[src/rtl/pio_pkg.sv]
// Shared types and helpers for the banked PIO peripheral: register map,
// edge-capture polarity and byte-lane mask expansion.
package pio_pkg;

    typedef enum logic [2:0] {
        REG_DATA_OUT = 3'd0,
        REG_DATA_IN  = 3'd1,
        REG_DIR      = 3'd2,
        REG_EDGE     = 3'd3,
        REG_IRQ_MASK = 3'd4,
        REG_OUT_SET  = 3'd5,
        REG_OUT_CLR  = 3'd6,
        REG_RSVD     = 3'd7
    } pio_reg_e;

    typedef enum logic [1:0] {
        EDGE_RISE = 2'd0,
        EDGE_FALL = 2'd1,
        EDGE_BOTH = 2'd2
    } edge_mode_t;

    // Widest bus the helper supports; callers truncate to their own BUS_WIDTH.
    localparam int MAX_BUS_W = 256;
    localparam int MAX_BE_W  = MAX_BUS_W / 8;

    function automatic logic [MAX_BUS_W-1:0] byte_mask(input logic [MAX_BE_W-1:0] be);
        logic [MAX_BUS_W-1:0] m;
        m = '0;
        for (int i = 0; i < MAX_BE_W; i++) begin
            m[i*8 +: 8] = {8{be[i]}};
        end
        return m;
    endfunction

endpackage

[src/rtl/pio_edge_detect.sv]
// Two-flop synchroniser for asynchronous pins followed by a history flop;
// emits a one-cycle edge pulse per bit according to EDGE_MODE.
module pio_edge_detect
    import pio_pkg::*;
#(
    parameter int         WIDTH     = 32,
    parameter edge_mode_t EDGE_MODE = EDGE_RISE
) (
    input  logic             clk,
    input  logic             reset,
    input  logic [WIDTH-1:0] pin_i,
    output logic [WIDTH-1:0] sync_o,
    output logic [WIDTH-1:0] edge_o
);

    logic [WIDTH-1:0] meta_q;
    logic [WIDTH-1:0] sync_q;
    logic [WIDTH-1:0] hist_q;

    // NOTE: sequential state uses non-blocking assignments so every flop samples pre-edge values.
    always_ff @(posedge clk) begin
        if (reset) begin
            meta_q <= '0;
            sync_q <= '0;
            hist_q <= '0;
        end else begin
            meta_q <= pin_i;
            sync_q <= meta_q;
            hist_q <= sync_q;
        end
    end

    always_comb begin
        if (EDGE_MODE == EDGE_RISE) begin
            edge_o = sync_q & ~hist_q;
        end else if (EDGE_MODE == EDGE_FALL) begin
            edge_o = ~sync_q & hist_q;
        end else begin
            edge_o = sync_q ^ hist_q;
        end
    end

    assign sync_o = sync_q;

endmodule

[src/rtl/pio_irq_banked.sv]
// Avalon-MM banked parallel I/O: register bank, word/byte-lane decode,
// registered readback and a level interrupt from masked captured edges.
module pio_irq_banked
    import pio_pkg::*;
#(
    parameter int         PORT_WIDTH = 32,
    parameter int         BUS_WIDTH  = 16,
    parameter edge_mode_t EDGE_MODE  = EDGE_RISE,
    localparam int        NWORDS     = (PORT_WIDTH + BUS_WIDTH - 1) / BUS_WIDTH,
    localparam int        WIDX_W     = (NWORDS > 1) ? $clog2(NWORDS) : 1,
    localparam int        ADDR_W     = 3 + WIDX_W,
    localparam int        BE_W       = BUS_WIDTH / 8
) (
    input  logic                  clk,
    input  logic                  reset,
    input  logic [ADDR_W-1:0]     avs_address,
    input  logic [BE_W-1:0]       avs_byteenable,
    input  logic                  avs_write_n,
    input  logic [BUS_WIDTH-1:0]  avs_writedata,
    input  logic                  avs_chipselect,
    input  logic                  avs_read_n,
    output logic [BUS_WIDTH-1:0]  avs_readdata,
    input  logic [PORT_WIDTH-1:0] coe_in_port,
    output logic [PORT_WIDTH-1:0] co_out_port,
    output logic [PORT_WIDTH-1:0] co_oe,
    output logic                  ins_irq
);

    localparam int PAD_W = NWORDS * BUS_WIDTH;

    logic [PORT_WIDTH-1:0] data_out_q, data_out_d;
    logic [PORT_WIDTH-1:0] dir_q, dir_d;
    logic [PORT_WIDTH-1:0] edge_q, edge_d;
    logic [PORT_WIDTH-1:0] mask_q, mask_d;
    logic [BUS_WIDTH-1:0]  rdata_q, rdata_d;
    logic                  irq_q, irq_d;

    logic [PORT_WIDTH-1:0] sync_val;
    logic [PORT_WIDTH-1:0] edge_pulse;

    logic                  wr_en;
    logic                  rd_en;
    pio_reg_e              reg_sel;
    logic [WIDX_W-1:0]     word_idx;

    logic [MAX_BE_W-1:0]   be_ext;
    logic [BUS_WIDTH-1:0]  lane_mask;
    logic [PAD_W-1:0]      wmask_pad;
    logic [PAD_W-1:0]      wdata_pad;
    logic [PORT_WIDTH-1:0] wmask;
    logic [PORT_WIDTH-1:0] wbits;
    logic [PORT_WIDTH-1:0] clr_bits;
    logic [PORT_WIDTH-1:0] rd_sel;
    logic [PAD_W-1:0]      rd_pad;
    logic [BUS_WIDTH-1:0]  rd_word;

    pio_edge_detect #(
        .WIDTH     (PORT_WIDTH),
        .EDGE_MODE (EDGE_MODE)
    ) u_edge (
        .clk    (clk),
        .reset  (reset),
        .pin_i  (coe_in_port),
        .sync_o (sync_val),
        .edge_o (edge_pulse)
    );

    assign wr_en    = avs_chipselect & ~avs_write_n;
    assign rd_en    = avs_chipselect & ~avs_read_n;
    assign reg_sel  = pio_reg_e'(avs_address[ADDR_W-1 -: 3]);
    assign word_idx = avs_address[WIDX_W-1:0];

    // Spread the addressed word's lanes onto port bit positions; an out-of-range
    // word matches no slot, so the mask is empty and writes have no effect.
    // NOTE: every combinational output gets a default first so no latch can be inferred.
    always_comb begin
        be_ext              = '0;
        be_ext[BE_W-1:0]    = avs_byteenable;
        lane_mask           = BUS_WIDTH'(byte_mask(be_ext));
        wmask_pad           = '0;
        wdata_pad           = '0;
        for (int w = 0; w < NWORDS; w++) begin
            if (word_idx == WIDX_W'(w)) begin
                wmask_pad[w*BUS_WIDTH +: BUS_WIDTH] = lane_mask;
                wdata_pad[w*BUS_WIDTH +: BUS_WIDTH] = avs_writedata;
            end
        end
        wmask = PORT_WIDTH'(wmask_pad);
        wbits = PORT_WIDTH'(wdata_pad) & wmask;
    end

    always_comb begin
        data_out_d = data_out_q;
        dir_d      = dir_q;
        mask_d     = mask_q;
        clr_bits   = '0;
        if (wr_en) begin
            case (reg_sel)
                REG_DATA_OUT: data_out_d = (data_out_q & ~wmask) | wbits;
                REG_OUT_SET:  data_out_d = data_out_q | wbits;
                REG_OUT_CLR:  data_out_d = data_out_q & ~wbits;
                REG_DIR:      dir_d      = (dir_q & ~wmask) | wbits;
                REG_IRQ_MASK: mask_d     = (mask_q & ~wmask) | wbits;
                REG_EDGE:     clr_bits   = wbits;
                default:      ;
            endcase
        end
        // A fresh edge in the same cycle as its W1C wins over the clear.
        edge_d = (edge_q & ~clr_bits) | edge_pulse;
        irq_d  = |(edge_q & mask_q);
    end

    always_comb begin
        case (reg_sel)
            REG_DATA_OUT,
            REG_OUT_SET,
            REG_OUT_CLR:  rd_sel = data_out_q;
            REG_DATA_IN:  rd_sel = sync_val;
            REG_DIR:      rd_sel = dir_q;
            REG_EDGE:     rd_sel = edge_q;
            REG_IRQ_MASK: rd_sel = mask_q;
            default:      rd_sel = '0;
        endcase
        rd_pad  = PAD_W'(rd_sel);
        rd_word = '0;
        for (int w = 0; w < NWORDS; w++) begin
            if (word_idx == WIDX_W'(w)) begin
                rd_word = rd_pad[w*BUS_WIDTH +: BUS_WIDTH];
            end
        end
        rdata_d = rd_en ? rd_word : rdata_q;
    end

    always_ff @(posedge clk) begin
        if (reset) begin
            data_out_q <= '0;
            dir_q      <= '0;
            edge_q     <= '0;
            mask_q     <= '0;
            rdata_q    <= '0;
            irq_q      <= 1'b0;
        end else begin
            data_out_q <= data_out_d;
            dir_q      <= dir_d;
            edge_q     <= edge_d;
            mask_q     <= mask_d;
            rdata_q    <= rdata_d;
            irq_q      <= irq_d;
        end
    end

    assign co_out_port  = data_out_q;
    assign co_oe        = dir_q;
    assign ins_irq      = irq_q;
    assign avs_readdata = rdata_q;

endmodule
[config.mk]
export PLATFORM = sky130hd
export DESIGN_NAME = pio_irq_banked
export DESIGN_NICKNAME = d
export VERILOG_FILES = /design/src/rtl/pio_pkg.sv /design/src/rtl/pio_edge_detect.sv /design/src/rtl/pio_irq_banked.sv
export SDC_FILE = /design/constraint.sdc
export NUM_CORES = 1
export LEC_CHECK = 0
export CAP_MARGIN = 10
export CORE_UTILIZATION = 59
export CTS_BUF_LIST = sky130_fd_sc_hd__clkbuf_4 sky130_fd_sc_hd__clkbuf_8 sky130_fd_sc_hd__clkbuf_16
export CTS_CLUSTER_DIAMETER = 40
export CTS_CLUSTER_SIZE = 24
export DETAILED_ROUTE_END_ITERATION = 10
export PLACE_DENSITY = 0.87
export RECOVER_POWER = 100
export SLEW_MARGIN = 20
export SYNTH_ARGS = -nofsm -noshare
export SYNTH_HDL_FRONTEND = slang
export SYNTH_SLANG_ARGS = --single-unit
export TNS_END_PERCENT = 100
[constraint.sdc]
create_clock -name clk -period 2.9 [get_ports clk]
set_input_delay 0.58 -clock clk [delete_from_list [all_inputs] [get_ports clk]]
set_output_delay 0.58 -clock clk [all_outputs]
set_load 0.05 [all_outputs]
Word level (Yosys, flattened, before mapping) --
Cells that the tools add are included.
Storage, ports and cells: flip-flop bits (word level) 241, bits in latches 0, memory bits (writable) 0, bits in read-only memories 0, output and inout port bits 81, memories kept 0
Operators by class: add/subtract/negate cells 0, multiply operators 0, divide/modulo/power cells 0, order comparisons 0, eq/ne operators 6, shifts and indexed selects 0, multiplexer cells 9, bitwise logic cells 21, reduce and logical (&&, ||, !) cells 7
Operator list (number):
- $and 32x32->32 | 8
- $or 32x32->32 | 5
- $pmux 32 s5 | 1
- $not 32->32 | 4
- $pmux 32 s3 | 1
- $mux 16 | 5
- $mux 32 | 2
- $reduce_or 32->1 | 1
- $eq 3x3->1 const B | 3
- $eq 3x2->1 const B | 2
- $reduce_and 2->1 | 3
- $eq 3x1->1 const B | 1
- $logic_not 3->1 | 1
- $reduce_bool 3->1 | 1
- $reduce_or 3->1 | 1
- $and 1x1->1 | 2
- $not 1->1 | 2

Depth between registers and ports, before layout --
Gate-level depths: netlist (run 1).
depth after elaboration 7, gate-level depth with buffers 7, gate-level depth less buffers 4

Modules after synthesis --
A second synthesis (run 1) with hierarchy kept.
Unflattened totals: cell total of the unflattened synthesis 1059, area total of the unflattened synthesis 10080.9 um^2
By module, submodules not included:
- pio_irq_banked | times used 1, cells each 825, area an instance 7280.7 um^2
- pio_edge_detect | times used 1, cells each 234, area an instance 2800.2 um^2

Worst setup path after synthesis (run 1) --
No wires, ideal clock.
kind input to register, from input avs_address[1], to register rdata_q[12] (netlist: avs_readdata[12]), setup time 117 ps, data arrival time 1756 ps, data required time 2783 ps, path slack 1027 ps, cell stages on the path 7, path through buf_6 buf_6 buf_6 mux2_4 a21oi_1 o221ai_1 a32o_1
On the way: cells in the longest elaborated chain, start to end 4, elaborated cells between the ends (all ways) 10
Ends and longest elaborated chain:
- from (decl) | RTL line pio_irq_banked.sv:16 | input logic [ADDR_W-1:0] avs_address,
- $eq 3x3->1 or $logic_not 3->1 (tied branches) | RTL line pio_irq_banked.sv:114 | case (reg_sel)
- $reduce_or 3->1 | RTL line pio_irq_banked.sv:114
- $pmux 32 s5 (*) | RTL line pio_irq_banked.sv:114
- $mux 16 (*) | RTL line pio_irq_banked.sv:127 | if (word_idx == WIDX_W'(w)) begin
- to (signal assigned) | RTL line pio_irq_banked.sv:147 | rdata_q <= rdata_d;
- to (decl) | RTL line pio_irq_banked.sv:35 | logic [BUS_WIDTH-1:0] rdata_q, rdata_d;
Every way passes the cells marked *; elsewhere a longest branch is shown, timed or not. A chain may end at the register's enable or synchronous reset.

==> PnR_summary.wiki, run 1 <==
{| class="wikitable"
! Metric !! Value
|-
| Area of the core || 16600 um2
|-
| CTS sink cnt || 241
|-
| Kind of path behind the tightest hold check || reg -> reg
|-
| Clock-pin slew of the registers on the worst-case setup and hold paths || 0.07 ns
|-
| P_int || 5.96 mW
|-
| Area of the mapped netlist || 10100 um2
|-
| Number of vias per cell after detailed routing || 6.26
|-
| Vias in the first global route || 8073
|-
| Yosys reg bits || 241
|-
| Sw frac || 27.4%
|-
| Max Cap Viol || 1
|-
| All-layer global routing usage || 35.5%
|-
| Number of gates given a new drive strength after cts || 0
|-
| CTS Root Buffer Type || sky130_fd_sc_hd__clkbuf_16
|-
| Part of the Yosys area used for sequential elements || 47.9%
|-
| Core Util, Final || 76.0%
|-
| Number of antenna violations at the first check in global routing || 0
|-
| Weighted congestion at the end of routability-driven global placement || 0.980
|-
| Count of vias placed by the detailed router || 8731
|-
| CTS tree || done
|-
| Number of violations reported at the end of detailed-routing iteration 0 || 1084
|-
| Synth Instances || 1055
|-
| Maximum fanout along the worst path || 3
|-
| Kind of critical path || reg -> out
|-
| Level count of the clock H-tree || 1
|-
| Timing-limited maximum frequency || 407 MHz
|-
| PortBufs || 139
|-
| Antenna diode instance count || 0
|-
| Area delta synth->final || 25.7%
|-
| Result of the run || complete, but fails checks
|-
| Arr. time, crit path || 1.88 ns
|-
| Failing checks || max-capacitance violations, max-slew violations
|-
| Capturing element type of the critical path || output pin
|-
| Height of the chip || 133 um
|-
| Total Wirelength || 31700 um
|-
| Final Slew Violations || 226
|-
| Relative slew margins || -63.1%
|-
| Final net count || 1210
|-
| Category of the worst setup path launch point || flip-flop
|-
| Number of buffer and inverter instances along the worst setup path || 1
|-
| Slew at the pin closest to its max-slew limit || 2.45 ns
|-
| Worst path max stage delay || 0.90 ns
|-
| # rows || 47
|-
| Post-detailed-route DRC marker count || 0
|-
| CTS max path bufs || 3
|-
| Post-DP HPWL || 20500 um
|-
| Most common library cell in the layout ignoring fill and taps || sky130_fd_sc_hd__dfxtp_1
|-
| Number of hold-repair buffers added at the cts stage || 0
|-
| Standby leakage power || 4.75 nW
|-
| Cells traversed along the worst timing path || dlygate4sd3_1
|-
| Net count after synthesis || 1114
|-
| Clock tree skew after final layout || 0.0238 ns
|-
| Mean instance size in the synthesized netlist || 9.54 um2
|-
| Share of synthesized registers carrying an async set or reset || 0%
|-
| Part of the total power dissipated in the clock network || 49.4%
|-
| Highest-count cells in the layout ignoring fill and taps || sky130_fd_sc_hd__dfxtp_1 (241), sky130_fd_sc_hd__nor2b_1 (102), sky130_fd_sc_hd__dlygate4sd3_1 (82), sky130_fd_sc_hd__a21oi_1 (80), sky130_fd_sc_hd__mux2i_1 (69)
|-
| WL/cell || 22.7 um
|-
| Minimum clock period after layout || 2.46 ns
|-
| Power per standard cell area || 649 nW/um2
|-
| Post-CTS setup repair buffer count || 0
|-
| Endpoints failing hold || 0
|-
| Fraction of the cycle the final worst path needs || 84.7%
|-
| Total global routing overflow || 0
|-
| Maximum number of pins on one net before global-route repair || 226
|-
| Unique masters post-synth || 41
|-
| Inserted Clock Buffers || 30
|-
| Drt first pass iters || 6
|-
| Setup_tns || 0 ns
|-
| Share of total power in sequential cells || 42.3%
|-
| Initial core utilization || 60.5%
|-
| EDFF count, synth || 0
|-
| Floorplan die width || 133 um
|-
| Global-route wire length before repair || 47700 um
|-
| RSZ-0062 raised after global routing || no
|-
| P_sw || 2.25 mW
|-
| Number of warnings issued by yosys || 0
|-
| Worst-path cell with the longest stage delay || sky130_fd_sc_hd__dlygate4sd3_1
|-
| Fraction of layout instances using a drive strength above 1 || 11.1%
|-
| Required time at the endpoint of the critical path || 2.32 ns
|-
| Final setup vio count || 0
|-
| Cell family contributing the most delay on the critical path || buffers and inverters
|-
| Antenna Nets Post-Route || 0
|-
| Most common flop cell mapped by yosys || sky130_fd_sc_hd__dfxtp_1
|-
| Portion of total power attributed to combinational logic || 8.3%
|-
| Floorplan die area || 17600 um2
|-
| Worst VDD drop || 0.575 mV
|-
| Number of filler cells placed in the layout || 1160
|-
| Clock Latency Late Sink || 0.56 ns
|-
| Top-level port count || 140
|}
-- worst paths after layout --
path               startpoint          endpoint  slack (ns)  cells past startpoint
max reg2reg         flip-flop           ins_irq        1.23                      4
min          u_edge.meta_q[4]  u_edge.sync_o[4]        0.44                      1
min reg2reg  u_edge.meta_q[4]  u_edge.sync_o[4]        0.44                      1
max                 flip-flop         co_oe[10]        0.44                      1
-- cell usage after synthesis (all sizes together), types with 2 or more instances --
library cell  count  area, um2
mux2             28        323
o31ai            64        480
nor4              2       27.5
inv              33        124
mux2i            69        703
nand2b           35        221
and2              2       12.5
a22oi            48        360
a21boi           12       90.1
buf              50        304
nand4             4       25.0
o221ai           32        280
nand3            35        185
a32o             16        160
nand2            32        120
clkbuf           57        214
a21oi            80        400
nor2             65        244
dfxtp           241       4820
o21ai            32        160
o21a              4       30.0
xnor2             2       25.0
and3              2       12.5
nor2b           103        644
nor4b             3       38.8
-- per-stage QoR --
stage | setup WS (ns) | instances | cell area (um2) | power, mW | hold WS (ns)
final | 0.444 | 1395 | 12600 | 8.20 | 0.436
after global routing | 0.365 | 1395 | 12600 | 8.40 | 0.454
after CTS | 0.495 | 1395 | 12700 | 8.20 | 0.436
after detailed placement | 0.265 | 1339 | 11500 | 4.20 | 0.420
after global placement | 0.270 | 1339 | 11500 | 4.19 | 0.418
after floorplan | 1.03 | 1055 | 10100 | 3.95 | 0.414
-- cell families (layout without fill, tap and decap cells) --
family / count (synthesis) / in the layout / synth area share [%]
xor gates and xnor gates: 2 / 2 / 0.249
and+or+nand+nor: 286 / 286 / 15.6
AOI/OAI and AO/OA: 289 / 289 / 19.6
buffers and inverters: 140 / 260 / 6.38
muxes: 97 / 97 / 10.2
DFF: 241 / 241 / 47.9
-- layout make-up --
| type | count | area (um2) | share of cell area [%] |
|---|---|---|---|
| sequential | 241 | 4820 | 38.1 |
| multi-input combinational | 674 | 4590 | 36.3 |
| timing repair buffer | 171 | 1700 | 13.5 |
| clock buffer | 32 | 783 | 6.19 |
| clock inverter | 24 | 343 | 2.71 |
| tap | 220 | 275 | 2.18 |
| inverter | 33 | 124 | 0.979 |
-- metal layers --
layer  GRT usage [%]  vias to the layer above  wire [um]
li1                -                     3931          -
met1            47.8                     4075      12600
met2            53.4                      622      13800
met3            6.02                      103       3430
met4            21.1                        0       1920
met5               0                        -          0
-- power by group through the flow --
| stage | clock [mW] | sequential (mW) | combinational (mW) |
|---|---|---|---|
| 6_report | 4.05 | 3.47 | 0.683 |
| 5_1_grt | 4.20 | 3.48 | 0.717 |
| 4_1_cts | 4.06 | 3.47 | 0.674 |
| 3_5_place_dp | 0 | 3.54 | 0.665 |
| 3_3_place_gp | 0 | 3.54 | 0.658 |
| 2_1_floorplan | 0 | 3.55 | 0.392 |
(Power assumes the default switching activity.)
==> inputs of run 2 (changes only) <==
--- a/config.mk
+++ b/config.mk
@@ -6,12 +6,12 @@
 export NUM_CORES = 1
 export LEC_CHECK = 0
 export CAP_MARGIN = 10
-export CORE_UTILIZATION = 59
+export CORE_UTILIZATION = 49
 export CTS_BUF_LIST = sky130_fd_sc_hd__clkbuf_4 sky130_fd_sc_hd__clkbuf_8 sky130_fd_sc_hd__clkbuf_16
 export CTS_CLUSTER_DIAMETER = 40
 export CTS_CLUSTER_SIZE = 24
 export DETAILED_ROUTE_END_ITERATION = 10
-export PLACE_DENSITY = 0.87
+export PLACE_DENSITY = 0.78
 export RECOVER_POWER = 100
 export SLEW_MARGIN = 20
 export SYNTH_ARGS = -nofsm -noshare
==> constraint.sdc (replaced) <==
create_clock -name clk -period 2.1 [get_ports clk]
set_input_delay 0.42 -clock clk [delete_from_list [all_inputs] [get_ports clk]]
set_output_delay 0.42 -clock clk [all_outputs]
set_load 0.05 [all_outputs]
==> PnR_summary.wiki, run 2 (same netlist as run 1, synthesis figures left out) <==
{| class="wikitable"
! Metric !! Value
|-
| Floorplan die area || 21100 um2
|-
| Clock-pin slew of the registers on the worst-case setup and hold paths || 0.07 ns
|-
| Clock tree skew after final layout || 0.0174 ns
|-
| Number of violations reported at the end of detailed-routing iteration 0 || 921
|-
| Fraction of the cycle the final worst path needs || 95.0%
|-
| Level count of the clock H-tree || 1
|-
| Clock Latency Late Sink || 0.56 ns
|-
| R2R depth || 4
|-
| Post-CTS setup repair buffer count || 0
|-
| Number of vias per cell after detailed routing || 5.80
|-
| RSZ-0062 raised after global routing || no
|-
| Floorplan die width || 145 um
|-
| CTS max path bufs || 3
|-
| All-layer global routing usage || 30.2%
|-
| # rows || 52
|-
| Placed cell area || 12200 um2
|-
| Category of the worst setup path launch point || input port
|-
| Initial core utilization || 49.9%
|-
| Total global routing overflow || 0
|-
| Inserted Clock Buffers || 31
|-
| WL/cell || 21.2 um
|-
| Vias in the first global route || 8039
|-
| Kind of path behind the tightest hold check || in -> reg
|-
| Final Slew Violations || 0
|-
| Number of hold-repair buffers added at the cts stage || 0
|-
| CTS sink cnt || 241
|-
| Most common library cell in the layout ignoring fill and taps || sky130_fd_sc_hd__dfxtp_1
|-
| Global-route wire length before repair || 48600 um
|-
| Top-level port count || 140
|-
| Required time at the endpoint of the critical path || 2.48 ns
|-
| Post-detailed-route DRC marker count || 0
|-
| Timing-limited maximum frequency || 501 MHz
|-
| Met2 wirelength from detailed routing || 13700 um
|-
| Number of cells traversed by the worst hold path || 2
|-
| Slew at the pin closest to its max-slew limit || 1.15 ns
|-
| Count of vias placed by the detailed router || 8763
|-
| Post-DP HPWL || 22900 um
|-
| Highest-count cells in the layout ignoring fill and taps || sky130_fd_sc_hd__dfxtp_1 (241), sky130_fd_sc_hd__nor2b_1 (103), sky130_fd_sc_hd__a21oi_1 (80), sky130_fd_sc_hd__dlygate4sd2_1 (73)
|-
| Worst slack, placed || -0.294 ns
|-
| Height of the chip || 145 um
|-
| CTS tree || done
|-
| Maximum fanout along the worst path || 8
|-
| PortBufs || 139
|-
| Crit path setup slack, layout || 0.106 ns
|-
| Total Wirelength || 32100 um
|-
| Highest routing layer actually used || met4
|-
| Standby leakage power || 5.08 nW
|-
| Drt first pass iters || 5
|-
| Final setup vio count || 0
|-
| Endpoints failing hold || 0
|-
| Area of the core || 20200 um2
|-
| Max Cap Viol || 0
|-
| Worst min-delay path endpoint || u_edge.meta_q[14]
|-
| Core Util, Final || 64.7%
|-
| Arr. time, crit path || 2.38 ns
|-
| Maximum number of pins on one net before global-route repair || 108
|-
| CTS Root Buffer Type || sky130_fd_sc_hd__clkbuf_16
|-
| Capture point of the worst reg-to-reg path || avs_readdata[5]
|-
| Power per standard cell area || 862 nW/um2
|-
| Capturing element type of the critical path || flip-flop
|-
| WL met3 || 2850 um
|-
| Final net count || 1276
|-
| Minimum clock period after layout || 1.99 ns
|-
| Result of the run || complete, no violations
|-
| Area delta synth->final || 29.7%
|-
| Min Hold Slack || 0.412 ns
|-
| Fraction of layout instances using a drive strength above 1 || 15.3%
|-
| Origin of the critical flop-to-flop path || edge_q[5]
|-
| Worst VDD drop || 0.646 mV
|-
| Kind of critical path || in -> reg
|-
| Met1 routed wirelength after detailed routing || 14000 um
|-
| Finished Cell Area || 13100 um2
|-
| Hold Startpoint || coe_in_port[14]
|-
| Antenna Nets Post-Route || 0
|-
| Relative slew margins || 23.4%
|-
| Number of antenna violations at the first check in global routing || 0
|-
| Weighted congestion at the end of routability-driven global placement || 1.01
|-
| Worst reg-to-reg setup slack || 0.60 ns
|-
| Antenna diode instance count || 0
|}
run 2: how the worst max path moves through the flow:
stage / start / cells past startpoint / endpoint / slack (ns)
6_report: avs_address[3] / 7 / flip-flop / 0.11
5_1_grt: avs_address[3] / 7 / flip-flop / 0.05
4_1_cts: ins_irq / 1 / ins_irq / 0.01
3_5_place_dp: avs_address[0] / 7 / flip-flop / -0.29
3_3_place_gp: avs_address[0] / 7 / flip-flop / -0.30
2_1_floorplan: avs_address[1] / 7 / avs_readdata[12] / 0.39
run 2: cell type report:
type	instances	area (um2)
fill	1724	7110
sequential	241	4820
multi-input combinational	674	4590
timing repair buffer	236	2080
clock buffer	34	805
tap	270	338
clock inverter	23	294
inverter	33	124
run 2: report_power, final:
group / internal [mW] / switching, mW
registers: 4.70 / 0.0932
clock network: 3.16 / 2.27
logic: 0.423 / 0.605
total: 8.28 / 2.97
run 2: repair_timing:
| action | 4_1_cts | 5_1_grt |
|---|---|---|
| gates resized for setup | 73 | 1 |
| setup endpoints to repair | 73 | 1 |
| hold endpoints to repair | 0 | 0 |
run 2: worst max-delay path, stage by stage:
cell and delay (ns):
sky130_fd_sc_hd__dlygate4sd3_1 0.61, sky130_fd_sc_hd__clkbuf_1 0.18, sky130_fd_sc_hd__nand2b_2 0.28, sky130_fd_sc_hd__nor4b_2 0.23
sky130_fd_sc_hd__clkbuf_2 0.34, sky130_fd_sc_hd__mux2i_1 0.24, sky130_fd_sc_hd__nor2_1 0.06
run 2: metrics by stage:
step                TNS [ns]  total power [mW]  cells
global placement      -19.04              5.91   1454
detailed placement    -20.17              5.92   1454
floorplan                  0              5.45   1055
CTS                        0              11.3   1511
global route               0              11.6   1511
finish                     0              11.3   1511
run 2: per-layer routing:
layer / vias up / track usage [%]
met3: 79 / 4.75
met5: - / 0
li1: 4075 / -
met1: 4124 / 42.7
met2: 485 / 45.1
met4: 0 / 14.0
==> inputs of run 3 (changes only) <==
--- a/config.mk
+++ b/config.mk
@@ -6,12 +6,12 @@
 export NUM_CORES = 1
 export LEC_CHECK = 0
 export CAP_MARGIN = 10
-export CORE_UTILIZATION = 49
+export CORE_UTILIZATION = 39
 export CTS_BUF_LIST = sky130_fd_sc_hd__clkbuf_4 sky130_fd_sc_hd__clkbuf_8 sky130_fd_sc_hd__clkbuf_16
 export CTS_CLUSTER_DIAMETER = 40
 export CTS_CLUSTER_SIZE = 24
 export DETAILED_ROUTE_END_ITERATION = 10
-export PLACE_DENSITY = 0.78
+export PLACE_DENSITY = 0.64
 export RECOVER_POWER = 100
 export SLEW_MARGIN = 20
 export SYNTH_ARGS = -nofsm -noshare
==> PnR_summary.wiki, run 3 (same netlist as run 1, synthesis figures left out) <==
{| class="wikitable"
! Metric !! Value
|-
| Weighted congestion at the end of routability-driven global placement || 0.947
|-
| # rows || 58
|-
| Area of the core || 25300 um2
|-
| Most common library cell in the layout ignoring fill and taps || sky130_fd_sc_hd__dfxtp_1
|-
| Relative slew margins || 30.9%
|-
| Initial core utilization || 39.9%
|-
| Final net count || 1295
|-
| Highest-count cells in the layout ignoring fill and taps || sky130_fd_sc_hd__dfxtp_1 (241), sky130_fd_sc_hd__nor2b_1 (103), sky130_fd_sc_hd__buf_4 (84), sky130_fd_sc_hd__a21oi_1 (80), sky130_fd_sc_hd__mux2i_1 (68)
|-
| Worst-path cell with the longest stage delay || sky130_fd_sc_hd__clkdlybuf4s50_1
|-
| Capturing element type of the critical path || output pin
|-
| Fraction of the cycle the final worst path needs || 99.4%
|-
| Max Cap Viol || 0
|-
| Endpoints failing hold || 0
|-
| Drt first pass iters || 5
|-
| RSZ-0062 raised after global routing || no
|-
| Clock-pin slew of the registers on the worst-case setup and hold paths || 0.06 ns
|-
| Result of the run || complete, no violations
|-
| CTS sink cnt || 241
|-
| WL/cell || 21.6 um
|-
| Post-detailed-route DRC marker count || 0
|-
| Clock Latency Late Sink || 0.52 ns
|-
| CTS max path bufs || 3
|-
| Placed cell count || 1527
|-
| Finished Cell Area || 13400 um2
|-
| Top-level port count || 140
|-
| Kind of critical path || reg -> out
|-
| Final non-filler cell total || 1595
|-
| All-layer global routing usage || 25.9%
|-
| Antenna diode instance count || 0
|-
| Required time at the endpoint of the critical path || 1.68 ns
|-
| Worst VDD drop || 0.515 mV
|-
| Cell family contributing the most delay on the critical path || buffers and inverters
|-
| Level count of the clock H-tree || 2
|-
| Number of antenna violations at the first check in global routing || 0
|-
| Crit path setup slack, layout || 0.0132 ns
|-
| Number of cells traversed by the worst hold path || 1
|-
| Minimum clock period after layout || 2.09 ns
|-
| Clock tree skew after final layout || 0.0222 ns
|-
| Floorplan die area || 26500 um2
|-
| Standby leakage power || 5.18 nW
|-
| Final setup vio count || 0
|-
| Height of the chip || 163 um
|-
| Worst slack, placed || -0.283 ns
|-
| Post-CTS setup repair buffer count || 0
|-
| Placed cell area || 12400 um2
|-
| Floorplan die width || 163 um
|-
| Antenna Nets Post-Route || 0
|-
| Number of vias per cell after detailed routing || 5.42
|-
| Vias in the first global route || 8120
|-
| Maximum number of pins on one net before global-route repair || 53
|-
| Power per standard cell area || 907 nW/um2
|-
| Maximum fanout along the worst path || 2
|-
| CTS Root Buffer Type || sky130_fd_sc_hd__clkbuf_16
|-
| Area delta synth->final || 32.9%
|-
| Min Hold Slack || 0.435 ns
|-
| Total Wirelength || 34400 um
|-
| CTS tree || done
|-
| Number of buffer and inverter instances along the worst setup path || 1
|-
| Count of vias placed by the detailed router || 8642
|-
| Worst path max stage delay || 0.81 ns
|-
| Global-route wire length before repair || 50900 um
|-
| Slew at the pin closest to its max-slew limit || 1.04 ns
|-
| Worst path depth || 1
|-
| Inserted Clock Buffers || 37
|-
| Fraction of layout instances using a drive strength above 1 || 17.2%
|-
| Post-DP HPWL || 24900 um
|-
| Final Slew Violations || 0
|-
| Timing-limited maximum frequency || 479 MHz
|-
| Total global routing overflow || 0
|-
| Kind of path behind the tightest hold check || reg -> reg
|-
| Cells traversed along the worst timing path || clkdlybuf4s50_1
|-
| Number of violations reported at the end of detailed-routing iteration 0 || 873
|-
| R2R depth || 5
|-
| Category of the worst setup path launch point || flip-flop
|-
| Arr. time, crit path || 1.67 ns
|-
| PortBufs || 139
|}
-- run 3: cell count changes in the layout (fill, tap and decap cells not counted), moves of 3 or more --
cell,before,now
sky130_fd_sc_hd__clkbuf_1,13,20
sky130_fd_sc_hd__dlygate4sd3_1,1,5
sky130_fd_sc_hd__buf_4,68,84
sky130_fd_sc_hd__clkbuf_4,6,3
sky130_fd_sc_hd__clkinv_4,1,5
sky130_fd_sc_hd__clkbuf_16,31,39
sky130_fd_sc_hd__dlygate4sd2_1,73,61
sky130_fd_sc_hd__clkinv_2,0,4
sky130_fd_sc_hd__clkbuf_8,1,4
-- run 3: power breakdown --
group	leakage (nW)	internal, mW	switching [mW]
clock	0.634	3.89	2.39
combinational	2.58	0.439	0.620
sequential	1.96	4.70	0.0976
total	5.18	9.03	3.10
-- run 3: per-stage QoR --
step | power, mW | utilization (%) | setup TNS (ns)
detailed placement | 5.98 | 49.0 | -20.89
floorplan | 5.45 | - | 0
CTS | 12.2 | 53.8 | 0
global placement | 5.98 | 49.0 | -19.28
finish | 12.1 | 53.0 | 0
global route | 12.5 | 53.0 | 0
-- run 3: path summary, 6_finish.rpt --
kind	start	to	slack, ns
worst min register to register	u_edge.meta_q[29]	u_edge.sync_o[29]	0.44
worst max-delay path	avs_readdata[10]	avs_readdata[10]	0.01
worst min-delay path	u_edge.meta_q[29]	u_edge.sync_o[29]	0.44
worst max register to register	edge_q[28]	ins_irq	0.57
-- run 3: cell type report --
type                            instances  area (um2)
Sequential cell                       241        4820
Multi-Input combinational cell        674        4600
Inverter                               33         124
Clock inverter                         23         253
Timing Repair Buffer                  249        2120
Tap cell                              330         413
Fill cell                            2414       11900
Clock buffer                           45        1050
-- run 3: metal layers --
metal | up-vias | track usage (%) | part of all wire, %
met5 | - | 0 | 0
met4 | 0 | 12.9 | 4.4
met3 | 75 | 4.23 | 7.1
met2 | 393 | 37.8 | 43
met1 | 4068 | 36.8 | 46
li1 | 4106 | - | -
-- run 3: timing repair --
action,CTS,global route
gates cloned,0,0
hold buffers,0,0
endpoints found under the setup margin,61,6
resized for setup,61,6
-- run 3: worst reg2reg max path: stages, from the launching register on --
cell and delay [ns]:
sky130_fd_sc_hd__dfxtp_1 0.39, sky130_fd_sc_hd__a22oi_1 0.21, sky130_fd_sc_hd__nand4_1 0.16, sky130_fd_sc_hd__nor4_1 0.36, sky130_fd_sc_hd__buf_4 0.19, sky130_fd_sc_hd__nor2_1 0.04
